File: config.mk
export PLATFORM = sky130hd
export DESIGN_NAME = front_panel_cursor
export DESIGN_NICKNAME = d
export VERILOG_FILES = /design/src/rtl/front_panel_cursor.sv
export SDC_FILE = /design/constraint.sdc
export NUM_CORES = 1
export LEC_CHECK = 0
export BUFFER_PORTS_ARGS = -buffer_cell sky130_fd_sc_hd__buf_2
export CAP_MARGIN = 10
export CELL_PAD_IN_SITES_DETAIL_PLACEMENT = 0
export CELL_PAD_IN_SITES_GLOBAL_PLACEMENT = 1
export CORE_MARGIN = 4
export CORE_UTILIZATION = 45
export DETAILED_ROUTE_END_ITERATION = 8
export PLACE_DENSITY_LB_ADDON = 0.1
export SLEW_MARGIN = 15
export SYNTH_ARGS = -nofsm -noshare
export SYNTH_HDL_FRONTEND = slang
export SYNTH_SLANG_ARGS = --single-unit
File: constraint.sdc
create_clock -name clk -period 4.4 [get_ports clk]
set_input_delay 0.22 -clock clk [delete_from_list [all_inputs] [get_ports clk]]
set_output_delay 0.22 -clock clk [all_outputs]
set_load 0.02 [all_outputs]
File: src/rtl/front_panel_cursor.sv
// front_panel_cursor
//
// Turns raw joystick/keyboard inputs into the cursor controls used by front_panel.
// Each raw input is synchronised with two flops and then debounced. A held direction
// auto-repeats. The cursor wraps within a two-row switch grid, and the two rows may
// have different lengths.
//
// Ports:
//   clk             system clock
//   reset           asynchronous, active-high reset
//   joy_up/down/left/right/fire
//                   raw, asynchronous inputs
//   cursor_index_x  selected column
//   cursor_index_y  selected row (0 or 1; the upper bits are always 0)
//   cursor_action   debounced fire level
//   cursor_moved    one-cycle pulse whenever (x,y) changes

module front_panel_cursor #(
    parameter int unsigned ROW0_COLS       = 16,
    parameter int unsigned ROW1_COLS       = 9,
    parameter int unsigned DEBOUNCE_CYCLES = 500000,
    parameter int unsigned REPEAT_DELAY    = 20000000,
    parameter int unsigned REPEAT_RATE     = 5000000
) (
    input  logic       clk,
    input  logic       reset,
    input  logic       joy_up,
    input  logic       joy_down,
    input  logic       joy_left,
    input  logic       joy_right,
    input  logic       joy_fire,
    output logic [3:0] cursor_index_x,
    output logic [4:0] cursor_index_y,
    output logic       cursor_action,
    output logic       cursor_moved
);

    localparam int unsigned DebW   = (DEBOUNCE_CYCLES > 1) ? $clog2(DEBOUNCE_CYCLES) : 1;
    localparam int unsigned RepMax = (REPEAT_DELAY > REPEAT_RATE) ? REPEAT_DELAY : REPEAT_RATE;
    localparam int unsigned RepW   = (RepMax > 1) ? $clog2(RepMax) : 1;

    localparam logic [DebW-1:0] DebLast   = DebW'(DEBOUNCE_CYCLES - 1);
    localparam logic [RepW-1:0] DelayLoad = RepW'(REPEAT_DELAY - 1);
    localparam logic [RepW-1:0] RateLoad  = RepW'(REPEAT_RATE - 1);
    localparam logic [3:0]      Row0Last  = 4'(ROW0_COLS - 1);
    localparam logic [3:0]      Row1Last  = 4'(ROW1_COLS - 1);

    // Bit positions of the inputs within the raw, synchronised and debounced vectors.
    localparam int unsigned IdxFire  = 0;
    localparam int unsigned IdxRight = 1;
    localparam int unsigned IdxLeft  = 2;
    localparam int unsigned IdxDown  = 3;
    localparam int unsigned IdxUp    = 4;

    typedef enum logic [2:0] {DirNone, DirUp, DirDown, DirLeft, DirRight} dir_e;
    typedef enum logic [1:0] {StIdle, StHold, StRepeat} state_e;

    logic [4:0]            raw;
    logic [4:0]            sync1_q, sync2_q;
    logic [4:0]            deb_q, deb_d;
    logic [4:0][DebW-1:0]  deb_cnt_q, deb_cnt_d;

    state_e                state_q, state_d;
    dir_e                  dir_latch_q, dir_latch_d;
    logic [RepW-1:0]       rep_cnt_q, rep_cnt_d;

    logic [3:0]            x_q, x_d;
    logic                  y_q, y_d;
    logic                  moved_q, moved_d;

    dir_e                  dir;
    logic                  step;
    logic                  up_only, down_only, left_only, right_only;
    logic [3:0]            cur_last, alt_last;
    logic [3:0]            nx;
    logic                  ny;

    always_comb begin
        raw = {joy_up, joy_down, joy_left, joy_right, joy_fire};
    end

    // Debounce: an input change is accepted only after it has stayed stable for
    // DEBOUNCE_CYCLES consecutive cycles.
    always_comb begin
        deb_d     = deb_q;
        deb_cnt_d = deb_cnt_q;
        for (int i = 0; i < 5; i++) begin
            if (sync2_q[i] == deb_q[i]) begin
                deb_cnt_d[i] = '0;
            end else if (deb_cnt_q[i] == DebLast) begin
                deb_d[i]     = sync2_q[i];
                deb_cnt_d[i] = '0;
            end else begin
                deb_cnt_d[i] = deb_cnt_q[i] + DebW'(1);
            end
        end
    end

    // Direction resolution. Opposing directions cancel each other. A held fire
    // suppresses all movement, so the switch being operated cannot shift.
    always_comb begin
        up_only    = deb_q[IdxUp] & ~deb_q[IdxDown];
        down_only  = deb_q[IdxDown] & ~deb_q[IdxUp];
        left_only  = deb_q[IdxLeft] & ~deb_q[IdxRight];
        right_only = deb_q[IdxRight] & ~deb_q[IdxLeft];
        dir        = DirNone;
        if (!deb_q[IdxFire]) begin
            if (up_only) begin
                dir = DirUp;
            end else if (down_only) begin
                dir = DirDown;
            end else if (left_only) begin
                dir = DirLeft;
            end else if (right_only) begin
                dir = DirRight;
            end
        end
    end

    // Auto-repeat FSM. Every step moves in the current direction. A step caused by
    // a direction change therefore uses the new direction.
    always_comb begin
        state_d     = state_q;
        dir_latch_d = dir_latch_q;
        rep_cnt_d   = rep_cnt_q;
        step        = 1'b0;
        case (state_q)
            StIdle: begin
                if (dir != DirNone) begin
                    step        = 1'b1;
                    dir_latch_d = dir;
                    rep_cnt_d   = DelayLoad;
                    state_d     = StHold;
                end
            end
            StHold, StRepeat: begin
                if (dir == DirNone) begin
                    state_d = StIdle;
                end else if (dir != dir_latch_q) begin
                    step        = 1'b1;
                    dir_latch_d = dir;
                    rep_cnt_d   = DelayLoad;
                    state_d     = StHold;
                end else if (rep_cnt_q == '0) begin
                    step      = 1'b1;
                    rep_cnt_d = RateLoad;
                    state_d   = StRepeat;
                end else begin
                    rep_cnt_d = rep_cnt_q - RepW'(1);
                end
            end
            default: state_d = StIdle;
        endcase
    end

    // Step arithmetic. After a vertical move, x is clamped to the last column of the
    // row the cursor lands on.
    always_comb begin
        cur_last = y_q ? Row1Last : Row0Last;
        alt_last = y_q ? Row0Last : Row1Last;
        nx       = x_q;
        ny       = y_q;
        case (dir)
            DirRight: nx = (x_q == cur_last) ? 4'd0 : x_q + 4'd1;
            DirLeft:  nx = (x_q == 4'd0) ? cur_last : x_q - 4'd1;
            DirUp, DirDown: begin
                ny = ~y_q;
                nx = (x_q > alt_last) ? alt_last : x_q;
            end
            default: ;
        endcase
        x_d     = x_q;
        y_d     = y_q;
        moved_d = 1'b0;
        if (step) begin
            x_d     = nx;
            y_d     = ny;
            moved_d = (nx != x_q) || (ny != y_q);
        end
    end

    always_ff @(posedge clk or posedge reset) begin
        if (reset) begin
            sync1_q     <= '0;
            sync2_q     <= '0;
            deb_q       <= '0;
            deb_cnt_q   <= '0;
            state_q     <= StIdle;
            dir_latch_q <= DirNone;
            rep_cnt_q   <= '0;
            x_q         <= '0;
            y_q         <= 1'b0;
            moved_q     <= 1'b0;
        end else begin
            sync1_q     <= raw;
            sync2_q     <= sync1_q;
            deb_q       <= deb_d;
            deb_cnt_q   <= deb_cnt_d;
            state_q     <= state_d;
            dir_latch_q <= dir_latch_d;
            rep_cnt_q   <= rep_cnt_d;
            x_q         <= x_d;
            y_q         <= y_d;
            moved_q     <= moved_d;
        end
    end

    always_comb begin
        cursor_index_x = x_q;
        cursor_index_y = {4'b0000, y_q};
        cursor_action  = deb_q[IdxFire];
        cursor_moved   = moved_q;
    end

endmodule
Word level (Yosys, flattened, before mapping)

Index checks and enable logic that the tools add are counted.

Add/subtract/negate cells: 8
Reduce and logical (&&, ||, !) cells: 17
Muxes and demuxes: 42
Bitwise gates (word level): 14
$lt $le $gt $ge: 1
Equal/unequal tests: 24

Operator list:

| operator                                             | number |
|---|---|
| two-way mux 19 bit                                   | 10 |
| two-way mux 25 bit                                   | 4 |
| adder 19 x 1 -> 19 bit (second input constant)       | 5 |
| equality test 19 bit (second input constant)         | 5 |
| one-hot mux 25 bit (2 select lines)                  | 1 |
| two-way mux 3 bit                                    | 10 |
| logical NOT 25 bit                                   | 1 |
| subtractor 25 x 1 -> 25 bit (second input constant)  | 1 |
| two-way mux 4 bit                                    | 3 |
| one-hot mux 4 bit (3 select lines)                   | 1 |
| AND reduction 2 bit                                  | 6 |
| NOT 1 bit                                            | 10 |
| two-way mux 2 bit                                    | 4 |
| equality test 3 x 2 -> 1 bit (second input constant) | 2 |
| two-way mux 1 bit                                    | 6 |
| != test 2 bit (second input constant)                | 3 |
| one-hot mux 3 bit (2 select lines)                   | 1 |
| equality test 1 bit                                  | 5 |
| adder 4 x 1 -> 4 bit (second input constant)         | 1 |
| AND 1 bit                                            | 4 |
| equality test 4 bit                                  | 1 |
| > comparator 4 bit                                   | 1 |
| logical NOT 4 bit                                    | 1 |
| != test 4 bit                                        | 1 |
| other kinds (18)                                     | 19 |

Logic and storage cells: 124
Output and inout bits: 11
Input bits: 7
Register bits after elaboration: 146

Logic depth before layout (Yosys ltp)

Depth after elaboration: 13
Mapped depth: 10
Depth with buffers taken out: 9

Least setup slack after synthesis

Ideal clock, no wire load.

Path type: reg2reg
From: register rep_cnt_q[0]
To: register x_q[3] (netlist: cursor_index_x[3])
Slack: 1.837 ns
Data required time: 4.278 ns
Cell stages (with the launch flop): 10
Library setup time: 0.122 ns
Path buffers: 1
Period minus slack after synthesis: 2.563 ns
Arrival: 2.442 ns
Path through: dfrtp_1 -> inv_1 -> ha_1 -> or3b_2 -> or3_1 -> or3_1 -> buf_2 -> a31oi_4 -> nand3_1 -> a32o_1

Longest elaborated chain between the ends: 5

Ends and longest elaborated chain:

| item                               | RTL line | RTL |
|---|---|---|
| from (decl)                        | 65       | `logic [RepW-1:0] rep_cnt_q, rep_cnt_d;` |
| from (signal assigned)             | 201      | `rep_cnt_q <= rep_cnt_d;` |
| logical NOT 25 bit                 | 144      | `end else if (rep_cnt_q == '0) begin` |
| two-way mux 1 bit                  | 144      |  |
| two-way mux 1 bit                  | 139      | `end else if (dir != dir_latch_q) begin` |
| two-way mux 1 bit                  | 137      | `if (dir == DirNone) begin` |
| one-hot mux 1 bit (2 select lines) | 127      | `case (state_q)` |
| to (signal assigned)               | 191      | `x_q <= '0;` |
| to (signal assigned)               | 202      | `x_q <= x_d;` |
| to (decl)                          | 67       | `logic [3:0] x_q, x_d;` |

Every way passes these cells.
A chain may end at the register's enable or synchronous reset.

Worst setup path after layout

From: register rep_cnt_q[0]
To: register state_q[0]

Longest elaborated chain between the ends: 3

Ends and longest elaborated chain:

| item                                 | RTL line | RTL |
|---|---|---|
| logical NOT 25 bit                   | 144      |  |
| != test 4 bit (no source line)       | -        |  |
| AND reduction 2 bit (no source line) | -        |  |
| to (signal assigned)                 | 188      | `state_q <= StIdle;` |
| to (signal assigned)                 | 199      | `state_q <= state_d;` |
| to (decl)                            | 63       | `state_e state_q, state_d;` |

Every way passes these cells.

==> results by group <==
Run
  • Max-Cap Viols: 0

Power
  • PwrDens: 346.9 mW/mm^2
  • Int Pwr: 2.244 mW
  • Psw: 0.6137 mW
  • Clock power share: 49.4%
  • Net Sw Frac: 21.47%
  • Max rail drop VDD: 277.6 uV
  • Combinational Power Share: 2.6%
  • Power share of the sequential group: 48.1%
  • Leakage: 3.669 nW

STA
  • Final TNS setup: 0 ns
  • Min Tclk post-route: 3.076 ns
  • Hold_ws: 0.01662 ns
  • Final-report max-slew violation count: 0
  • Slew @ Worst Pin: 0.9377 ns
  • Fmax: 0.3251 GHz
  • Final hold vios: 0
  • # setup viols final: 0
  • Fin crit share: 69.91%
  • Worst clock skew: 0.005932 ns
  • RSZ-0062 raised after global routing: false
  • Slew HR: 37.49%

Synth
  • Yosys reg bits: 146
  • Post-synth cell types: 56
  • Sequential-to-total area share from yosys stat: 49.68%
  • Top cells by area, synth: dfrtp_1 (50%), nor2_1 (6.6%), xor2_1 (6.1%), xnor2_1 (4.0%), nand2_1 (2.7%)
  • Ys flop type: dfrtp_1
  • Ys Warns: 0
  • EDFF count, synth: 0
  • Synth top area share: 49.68%
  • Syn Inst Count: 764
  • Synthesized area: 0.007355 mm^2
  • Synth area leader: dfrtp_1
  • Async S/R FF share, synth: 100.0%
  • Mapped Avg Cell Area: 9.626 um^2

Die
  • Die height: 135.8 um
  • Chip width: 135.8 um
  • Initial Utilization: 46.13%
  • Core area: 0.01594 mm^2
  • IO Pins: 18
  • Num rows: 46
  • Area of the die: 0.01845 mm^2

Critical path
  • Crit start category: flip-flop
  • Register-to-Register Setup Slack: 1.32 ns
  • Worst reg2reg path startpoint: rep_cnt_q[0]
  • Critical path type: flip-flop to flip-flop
  • Worst Path Arrival: 3.38 ns
  • Most frequent CP cell: or3_1
  • Crit. End Element: flip-flop
  • Slowest CP cell: or3_1
  • Critical-path maximum fanout: 11
  • CP Launch Point: rep_cnt_q[0]
  • FF-to-FF path depth: 8
  • Critical Path RT: 4.71 ns
  • RR Endpoint: state_q[0]
  • Crit-path cells: inv_1 -> ha_1 -> or3b_2 -> or3_1 -> or3_1 -> nand4_1 -> nand2_1 -> a22o_1
  • Max incr delay on CP: 0.53 ns

CTS
  • Clock latency on the worst-skew pair: 0.42 ns
  • Worst-path clk slew: 0.06 ns
  • Root Buffer: clkbuf_16
  • CTS Buf Count: 17
  • Clk sinks: 146
  • H-Tree Depth: 4
  • Cts repair resizes: 0
  • CTS tree: yes
  • Postcts setup bufs: 0
  • Maximum clock insertion buffer count: 2

Min path
  • Hold Crit Class: input port to async pin

Global routing
  • Largest net degree at the start of global routing: 105
  • Total GRT Usage: 16.61%
  • GRT Residual Overflow: 0
  • Number of global-route vias before repair: 5,370
  • First-pass GRT wire length: 24,850 um
  • Initial antenna violation count: 0

Detailed routing
  • Vias: 5,423
  • TritonRoute pass-1 iters: 4
  • DRC viols: 0
  • ANT nets after route: 0
  • Via density: 5.364
  • Routed WL: 14,400 um
  • DRT iter0 DRCs: 218
  • DR WL/cell: 14.24 um

Layout
  • Finished Layout Cells: 1,011
  • Layout cells sized above 1: 8.302%
  • Area grow syn2layout: 12.03%
  • Final #Nets: 802
  • Antenna diodes: 0

Place
  • Hpwl dp: 9641 um
  • Buffers on Ports: 13
  • Placed Instances: 974
  • Placer congestion estimate: 0.7962

Outcome
  • Status: complete, no violations
registers in the layout (all words and copies together), names as in the netlist:
signal and count:
y_q 1, deb_q 5, sync2_q 5, sync1_q 5, deb_cnt_q 95, cursor_index_x 4
state_q 2, cursor_moved 1, dir_latch_q 3, rep_cnt_q 25
cell usage in the layout (no fill, tap or decap), drive strengths merged, types with 7 or more instances in the layout:
master  count
and3       16
nor3b       7
mux2        7
and4       11
nand3      39
xor2       51
inv        23
nand4      22
clkbuf     24
nand2      53
dfrtp     146
nand2b     12
a31oi       9
nor3       16
or2         8
nor4       11
or3        12
xnor2      34
o31ai      12
nor2      130
ha         13
a21oi      24
buf        16
o21ai      28
power by group through the flow:
stage	sequential, mW	clock (mW)	combinational [mW]
after floorplan	1.39	0	0.0578
after global placement	1.40	0	0.0715
after detailed placement	1.40	0	0.0731
after CTS	1.37	1.45	0.0769
after global routing	1.37	1.51	0.0873
final	1.37	1.41	0.0736
synth_stat cells, types with 11 or more instances:
library cell and number:
o21ai_0 26, nor4_1 11, or3_1 12, o31ai_1 12, xor2_1 51, nand2b_1 12
and3_1 16, nand2_1 53, a21oi_1 24, nor2_1 130, nand3_1 39, inv_1 22
dfrtp_1 146, xnor2_1 34, clkbuf_1 15, nand4_1 22, and4_1 11, nor3_1 15
ha_1 13
cell type report:
type / count / area, um^2
fillers: 1492 / 7704
clock buffers: 24 / 471.7
inverters: 22 / 87.58
flip-flops and latches: 146 / 3654
clock inverters: 8 / 102.6
repair buffers: 21 / 137.6
multi-input cells: 574 / 3516
well taps: 216 / 270.3
layer usage:
layer / share of wire (%) / global-route usage [%]
met5: 0 / 0
met4: 0.88 / 4.815
met3: 3.0 / 4.330
met2: 46 / 25.86
met1: 50 / 23.06
how the worst max path moves through the flow:
stage	to	cells past startpoint
after floorplan	cursor_index_x[0]	1
after global placement	state_q[0]	8
after detailed placement	state_q[0]	8
after CTS	state_q[0]	8
after global routing	state_q[0]	8
final	state_q[0]	8
per-stage QoR:
stage / power (mW) / setup WS, ns / util, % / area, um^2
final: 2.858 / 1.324 / 51.68 / 8239
after global routing: 2.972 / 1.117 / 51.68 / 8239
after CTS: 2.900 / 1.315 / 51.68 / 8239
after detailed placement: 1.471 / 1.328 / 47.76 / 7615
after global placement: 1.468 / 1.390 / 47.76 / 7615
after floorplan: 1.452 / 0.2570 / - / 7366
critical path, delay by kind of cell, from the launching register on:
| family | cells | cell delay, ns |
|---|---|---|
| AO/OA/AOI/OAI | 1 | 0.25 |
| adder cells (fa/ha/maj) | 1 | 0.17 |
| buffers and inverters | 1 | 0.08 |
| flip-flops | 1 | 0.43 |
| AND/OR/NAND/NOR | 5 | 2.04 |
cell families after synthesis:
kind of cell | synth area share [%]
AND/OR/NAND/NOR | 24.38
adder cells (fa/ha/maj) | 2.212
AO/OA/AOI/OAI | 9.544
buffers and inverters | 2.671
other | 0.05099
flip-flops | 49.68
XOR/XNOR | 10.12
multiplexers | 1.344
repair_timing:
item                       4_1_cts  5_1_grt
hold buffers                     5        0
hold endpoints to repair         5        0
setup endpoints to repair        0        0
Note: power is estimated with default switching activity, not from simulation.
